`src/rtl/pulse_widen_mc.sv`:
```
// Multi-channel pulse widener: each channel stretches input pulses to a
// programmable width (edge mode) or extends a level past its fall (level mode).
module pulse_widen_mc #(
  parameter int CH          = 4,
  parameter int CNT_W       = 8,
  parameter int MODE        = 0,
  parameter int SYNC_STAGES = 0
) (
  input  logic             clk,
  input  logic             rst,
  input  logic [CH-1:0]    in,
  input  logic [CNT_W-1:0] width,
  input  logic             retrig,
  input  logic             drop_clr,
  output logic [CH-1:0]    out,
  output logic             busy,
  output logic [CH-1:0]    dropped
);

  logic [CH-1:0] s;
  logic [CH-1:0] in_d_reg;
  logic [CH-1:0] rise;
  logic [CH-1:0] set_drop;
  logic [CH-1:0] active_next;
  logic [CH-1:0] out_reg;
  logic          busy_reg;
  logic [CH-1:0] dropped_reg;
  logic [CH-1:0] dropped_next;

  generate
    if (SYNC_STAGES == 0) begin : g_nosync
      assign s = in;
    end else begin : g_sync
      logic [CH-1:0] sync_reg [SYNC_STAGES];
      always_ff @(posedge clk or posedge rst) begin
        if (rst) begin
          for (int i = 0; i < SYNC_STAGES; i++) sync_reg[i] <= '0;
        end else begin
          sync_reg[0] <= in;
          for (int i = 1; i < SYNC_STAGES; i++) sync_reg[i] <= sync_reg[i-1];
        end
      end
      assign s = sync_reg[SYNC_STAGES-1];
    end
  endgenerate

  assign rise = s & ~in_d_reg;

  genvar gi;
  generate
    for (gi = 0; gi < CH; gi++) begin : g_ch
      logic [CNT_W-1:0] cnt_reg;
      logic [CNT_W-1:0] cnt_next;
      logic             drop_here;

      always_comb begin
        cnt_next  = (cnt_reg != '0) ? cnt_reg - 1'b1 : '0;
        drop_here = 1'b0;
        if (MODE == 1) begin
          if (s[gi]) cnt_next = width;
        end else if (rise[gi]) begin
          // A busy channel only reloads when retriggering is allowed
          if (cnt_reg == '0 || retrig) cnt_next = width;
          else                         drop_here = 1'b1;
        end
      end

      always_ff @(posedge clk or posedge rst) begin
        if (rst) cnt_reg <= '0;
        else     cnt_reg <= cnt_next;
      end

      assign active_next[gi] = (cnt_next != '0);
      assign set_drop[gi]    = drop_here;
    end
  endgenerate

  // New drops win over a simultaneous clear
  assign dropped_next = drop_clr ? set_drop : (dropped_reg | set_drop);

  always_ff @(posedge clk or posedge rst) begin
    if (rst) begin
      in_d_reg    <= '0;
      out_reg     <= '0;
      busy_reg    <= 1'b0;
      dropped_reg <= '0;
    end else begin
      in_d_reg    <= s;
      out_reg     <= active_next;
      busy_reg    <= |active_next;
      dropped_reg <= dropped_next;
    end
  end

  assign out     = out_reg;
  assign busy    = busy_reg;
  assign dropped = dropped_reg;

endmodule

```
`config.mk`:
```
export PLATFORM = sky130hd
export DESIGN_NAME = pulse_widen_mc
export DESIGN_NICKNAME = d
export VERILOG_FILES = /design/src/rtl/pulse_widen_mc.sv
export SDC_FILE = /design/constraint.sdc
export NUM_CORES = 1
export LEC_CHECK = 0
export ABC_AREA = 1
export ABC_CLOCK_PERIOD_IN_PS = 1880
export CAP_MARGIN = 25
export CORE_UTILIZATION = 58
export CTS_CLUSTER_SIZE = 12
export DETAILED_ROUTE_END_ITERATION = 10
export PLACE_DENSITY = 0.92
export SLEW_MARGIN = 30
export SYNTH_ARGS = -nofsm -noshare
export SYNTH_HDL_FRONTEND = slang
export SYNTH_SLANG_ARGS = --single-unit
```
`constraint.sdc`:
```
create_clock -name clk -period 1.88 [get_ports clk]
set_input_delay 0.188 -clock clk [delete_from_list [all_inputs] [get_ports clk]]
set_output_delay 0.188 -clock clk [all_outputs]
set_load 0.02 [all_outputs]
```
==> results of run 1 <==
## through the flow
stage               setup WS (ns)  total power [uW]  hold slack (ns)
finish                     0.0442              4470            0.226
global route              -0.0797              4830            0.268
CTS                        0.0121              4170            0.264
detailed placement        -0.0316              3550            0.522
global placement           0.0210              3440            0.530
floorplan                   0.173              3050            0.219
## Yosys cell counts, drive strengths merged
| master | number |
|---|---|
| inv | 92 |
| o211ai | 7 |
| a21o | 1 |
| xor2 | 5 |
| o32ai | 1 |
| ha | 7 |
| o22ai | 3 |
| nand2 | 132 |
| nand4 | 1 |
| dfrtp | 45 |
| o21ai | 13 |
| nand3 | 52 |
| nand3b | 2 |
| nor2 | 42 |
| buf | 4 |
| a21oi | 3 |
## timing repair
| item | in CTS | in global routing |
|---|---|---|
| gates resized for setup | 1 | 36 |
| setup buffers | 0 | 7 |
| setup endpoints to repair | 1 | 2 |
| pin swaps | 0 | 10 |
| cloned | 0 | 0 |
## kinds of logic (layout without fill, tap and decap cells)
family | count (synthesis) | count (layout)
AOI/OAI and AO/OA | 28 | 28
adders and majority gates | 7 | 7
and+or+nand+nor | 229 | 229
xor gates and xnor gates | 5 | 5
buffers and inverters | 96 | 138
DFF | 45 | 45
## layout by cell type (no fill, tap or decap), drive strengths merged
master / count
clkdlybuf4s50: 24
o32ai: 1
a21oi: 3
nand2: 132
clkbuf: 6
ha: 7
o22ai: 3
o211ai: 7
nor2: 42
a21o: 1
xor2: 5
o21ai: 13
nand4: 1
nand3b: 2
inv: 91
clkinv: 3
buf: 14
dfrtp: 45
nand3: 52
## routing by layer
| layer | GRT usage (%) | part of all wire, % | vias up |
|---|---|---|---|
| met5 | 0 | 0 | - |
| met4 | 8.93 | 4.5 | 0 |
| met3 | 5.20 | 6.3 | 45 |
| met2 | 49.8 | 49 | 141 |
| met1 | 36.6 | 40 | 1288 |
| li1 | - | - | 1329 |
## area by class of cell
class                           instances  area [sq um]  area share, %
Multi-Input combinational cell        269          1430           41.9
Sequential cell                        45          1130           32.9
Clock inverter                          2          10.0          0.292
Clock buffer                            6          72.6           2.12
Inverter                               92           345           10.1
Timing Repair Buffer                   38           370           10.8
Tap cell                               52          65.1           1.90
## worst max-delay path, stage by stage, from the launching register on
cell and delay (ns):
dfrtp_1 0.43, nor2_2 0.20, nand2_2 0.12, inv_2 0.11, nand2_4 0.10, nand2_8 0.11, nand3_1 0.08, nand2_1 0.09
nand2_1 0.07, nor2_1 0.11, nand2_1 0.10, nor2_2 0.14, nand2_1 0.06
## power breakdown
part,switching [uW],leakage (uW),internal (uW)
Clock,349,0.0000450,259
Combinational,1440,0.00128,835
Sequential,302,0.000519,1290
Total,2090,0.00184,2390
## path summary, 6_finish.rpt
check	slack [ns]	start	endpoint
max	0.04	g_ch[3].cnt_reg[2]	busy
min	0.23	rst	g_ch[1].cnt_reg[7]
max reg2reg	0.04	g_ch[3].cnt_reg[2]	busy
min reg2reg	0.54	in_d_reg[0]	dropped[0]
max in group asynchronous	1.42	rst	g_ch[3].cnt_reg[7]
min in group clk	0.34	in[2]	in_d_reg[2]
==> impl_metrics.tcl, run 1 <==
set metrics [dict create \
    fin_area_sq_mm 0.00342 \
    ctsHoldBuffers 0 \
    clk-insertion-delay-late_ns 0.31 \
    place_congestion 0.861 \
    synth_seq_area_share_pct 40.2 \
    htreeDepth 2 \
    reg2regPathDepth 12 \
    grt_usage_pct 28.7 \
    outcome "finished clean" \
    max-vdd-ir-drop_v 0.000627 \
    drc 0 \
    wl_per_cell_um 14.9 \
    via_per_inst 5.56 \
    grt_pass1_wl_um 11400 \
    ys_ff_latch 45 \
    ant_nets 0 \
    drv_cap 0 \
    hp-class "in2async" \
    dr.first_iter.drc_count 277 \
    vias 2803 \
    synth_xor_area_share_pct 1.56 \
    syn_area_sq_mm 0.00280 \
    antenna_found_initial 0 \
    fin_crit_sh_pct 97.7 \
    nets 474 \
    fin_crit_ns 1.84 \
    p_leak_uw 0.00184 \
    die_width_um 71.5 \
    max_slew_margin_pct 73.3 \
    synthMuxAreaShare_pct 0 \
    start_util_pct 62.2 \
    clockBufferDepth 2 \
    synthTopCellsByArea "dfrtp_1 40%, nand2_1 16%, nand3_1 9.3%" \
    top_level_ports 25 \
    syn_to_final_growth_pct 22.1 \
    grt-ovfl-total 0 \
    port_buffers 24 \
    synthAdderAreaFrac_pct 3.12 \
    crit_type "reg2reg" \
    dp.cells 489 \
    cp.arrival_ns 2.04 \
    synth-simple-area-share_pct 35.7 \
    routed_wl_um 7490 \
    die_y_um 71.5 \
    max_freq_ghz 0.545 \
    hpwlAfterDp_um 5000 \
    crit_fanout 10 \
    yosys.area.top_type "dfrtp_1" \
    core_sq_mm 0.00450 \
    worst_slew_pin_slew_ns 0.400 \
    root_buffer "clkbuf_8" \
    path_clk_slew_ns 0.09 \
    drive_above_1_share_pct 21.0 \
    hold_viol 0 \
    slew_viol_final 0 \
    crit_required_ns 2.09 \
    endpoint_kind "register" \
    start_kind "register" \
    numCtsBuffers 5 \
    synth_top_family_by_area "simple AND/OR/NAND/NOR gates" \
    synth.avg_cell_area_sq_um 6.84 \
    syn_nets 433 \
    firstDrtPassIters 5 \
    tns_ns 0 \
    utilization_pct 76.0 \
    cts_tree "built" \
    ys_types 24 \
    largest_register_ffs 32 \
    fp-row-count 24 \
    synth-compound-area-share_pct 6.25 \
    synth_top_area_share_pct 40.2 \
    grt_max_degree 46 \
    fill_cells 304 \
    layout.cells.non_filler 504 \
    setup_viol 0 \
    powerDensity_mw_per_mm2 1310 \
    die_area_sq_mm 0.00512 \
    yosysWarningCount 0 \
    diodes 0 \
    place_area_sq_mm 0.00315 \
    synth_cells 410 \
    cts.sinks 45 \
    finClkSkew_ns 0.00555 \
    grt_pass1_vias 2543 \
]
Power figures use the tool's default switching activity.
==> run 2, diff against run 1 <==
Settings changed: ABC_AREA 1 to default, CORE_UTILIZATION 58 to 56, PLACE_DENSITY 0.92 to 0.91.
==> run 2 against run 1 <==
Effect of this change: the run now ends with negative setup slack left; die area fell by 11%; wire length rose by 21%; first-iteration DRC count rose by 26%; clock power rose by 12%.
==> impl_metrics.tcl, run 2 <==
set metrics [dict create \
    outcome "complete, but fails checks" \
    violations "negative setup slack" \
    grt-ovfl-total 0 \
    routed_wl_um 9110 \
    cts_tree "built" \
    ys_async_sr_fraction_pct 100 \
    antenna_found_initial 0 \
    final_cell_mix "75 x buf_4, 45 x dfrtp_1, 34 x nand2_1, 24 x o21ai_0, 24 x clkdlybuf4s50_1" \
    hpwlAfterDp_um 4970 \
    via_per_inst 6.39 \
    max_freq_ghz 0.398 \
    drc 0 \
    clockBufferDepth 2 \
    powerDensity_mw_per_mm2 1510 \
    yosys-top-cells-count "45 x dfrtp_1, 34 x nand2_1, 26 x o21ai_0, 20 x inv_1, 12 x nor3_1" \
    worst_slew_pin_slew_ns 0.555 \
    max-vdd-ir-drop_v 0.000984 \
    finClkSkew_ns 0.0120 \
    total_power_uw 5320 \
    yosys.cell_count.top_type "dfrtp_1" \
    grt_usage_pct 37.8 \
    grt_max_degree 24 \
    synth_cells 250 \
    r2r_start "g_ch[2].cnt_reg[3]" \
    start_kind "register" \
    synth_seq_area_share_pct 47.0 \
    utilization_pct 87.1 \
    reg2reg_to "busy" \
    drive_above_1_share_pct 33.9 \
    path_clk_slew_ns 0.09 \
    die_width_um 67.4 \
    firstDrtPassIters 6 \
    yosysWarningCount 0 \
    numCtsBuffers 5 \
    yosys.area.top_type "dfrtp_1" \
    top_level_ports 25 \
    syn_nets 273 \
    critPathLaunch "g_ch[2].cnt_reg[3]" \
    die_area_sq_mm 0.00454 \
    nets 376 \
    reg2regPathDepth 6 \
    grt_pass1_vias 2509 \
    ys_ff_latch 45 \
    endpoint_kind "register" \
    port_buffers 24 \
    fin_crit_ns 2.51 \
    vias 2583 \
    core_sq_mm 0.00406 \
    setup_viol 13 \
    ys_types 47 \
    endpoint "busy" \
    fp-row-count 23 \
    largest_register_ffs 32 \
    ctsHoldBuffers 0 \
    diodes 0 \
    synth_ff_type "dfrtp_1" \
    fill_cells 178 \
    grt_pass1_wl_um 12000 \
    root_buffer "clkbuf_8" \
    max_slew_margin_pct 62.5 \
    synthTopCellsByArea "dfrtp_1 47%, o21ai_0 5.4%, nand2_1 5.3%" \
    synth.avg_cell_area_sq_um 9.57 \
    hold_viol 0 \
    clk-insertion-delay-late_ns 0.31 \
    ant_nets 0 \
    synth_edf_count 0 \
    crit_fanout 2 \
    start_util_pct 59.0 \
    dr.first_iter.drc_count 348 \
    fin_crit_sh_pct 134 \
    crit_required_ns 2.05 \
    hp-class "in2async" \
    rsz0062_at_grt "yes" \
    cts.sinks 45 \
    slew_viol_final 0 \
    synth_top_area_share_pct 47.0 \
    die_y_um 67.4 \
    p_leak_uw 0.00152 \
    rrSetupSlack_ns -0.63 \
    htreeDepth 2 \
    mostFrequentLayoutCell "buf_4" \
    place_congestion 0.961 \
    drv_cap 0 \
    worst_slack_ns -0.633 \
    syn_to_final_growth_pct 47.7 \
    crit_type "reg2reg" \
    wl_per_cell_um 22.5 \
    syn_area_sq_mm 0.00239 \
    cp.arrival_ns 2.68 \
]
## run 2: cell count changes after synthesis, sizes merged, moves of 11 or more
| cell | previous run | this run |
|---|---|---|
| nor3 | 0 | 12 |
| inv | 92 | 20 |
| nand2 | 132 | 34 |
| nand3 | 52 | 1 |
| o21ai | 13 | 27 |
| nor2 | 42 | 11 |
| xnor2 | 0 | 11 |
## run 2: repair_timing
item | CTS | global route
resized for setup | 10 | 28
buffers inserted | 6 | 10
pin swaps | 3 | 5
endpoints found under the setup margin | 14 | 33
## run 2: cells by family after synthesis
group | share of synthesized area (%)
DFF | 47.0
buffers and inverters | 3.92
AOI/OAI and AO/OA | 14.4
adders and majority gates | 3.66
and+or+nand+nor | 21.9
xor gates and xnor gates | 7.68
muxes | 1.36
## run 2: cell type report
class | count | area [sq um] | share of cell area, %
multi-input cells | 182 | 1370 | 38.7
inverters | 20 | 75.1 | 2.12
clock buffers | 7 | 96.3 | 2.73
repair buffers | 99 | 803 | 22.7
well taps | 50 | 62.6 | 1.77
clock inverters | 1 | 5.00 | 0.142
flip-flops and latches | 45 | 1130 | 31.9
## run 2: worst min-delay path by stage
stage          slack [ns]                from                 end  cells past startpoint
4_1_cts              0.26                 rst  g_ch[2].cnt_reg[5]                      3
2_1_floorplan        0.22               in[0]         in_d_reg[0]                      0
3_3_place_gp         0.48  g_ch[1].cnt_reg[0]  g_ch[1].cnt_reg[0]                      1
3_5_place_dp         0.49  g_ch[1].cnt_reg[0]  g_ch[1].cnt_reg[0]                      1
6_report             0.23                 rst  g_ch[2].cnt_reg[5]                      3
5_1_grt              0.30                 rst  g_ch[0].cnt_reg[2]                      3
## run 2: report_power, final
part           total, uW  internal (uW)  switching, uW
combinational       2960           1440           1530
clock                679            333            346
sequential          1680           1340            345
## run 2: worst max-delay path, stage by stage, from the launching register on
cell       delay [ns]
dfrtp_1          0.39
or3_1            0.41
o21ai_0          0.20
nor4bb_1         0.40
a2bb2oi_1        0.28
nor4b_1          0.51
nand4bb_1        0.19
## run 2: metal layers
metal,vias to the layer above,track usage [%],share of wire [%]
met5,-,0,0
met2,190,62.6,48
met4,0,27.1,7.4
met3,64,10.5,8.1
li1,1081,-,-
met1,1248,41.6,36
## run 2: per-stage QoR
stage | cell area [sq um] | hold slack [ns] | setup TNS, ns | setup slack (ns) | cells
finish | 3530 | 0.235 | -2.19 | -0.633 | 404
global route | 3530 | 0.302 | -3.33 | -0.811 | 404
CTS | 3330 | 0.262 | -0.871 | -0.376 | 394
detailed placement | 3130 | 0.485 | -1.06 | -0.377 | 380
global placement | 3130 | 0.481 | -0.600 | -0.262 | 380
floorplan | 2410 | 0.219 | -0.424 | -0.297 | 250
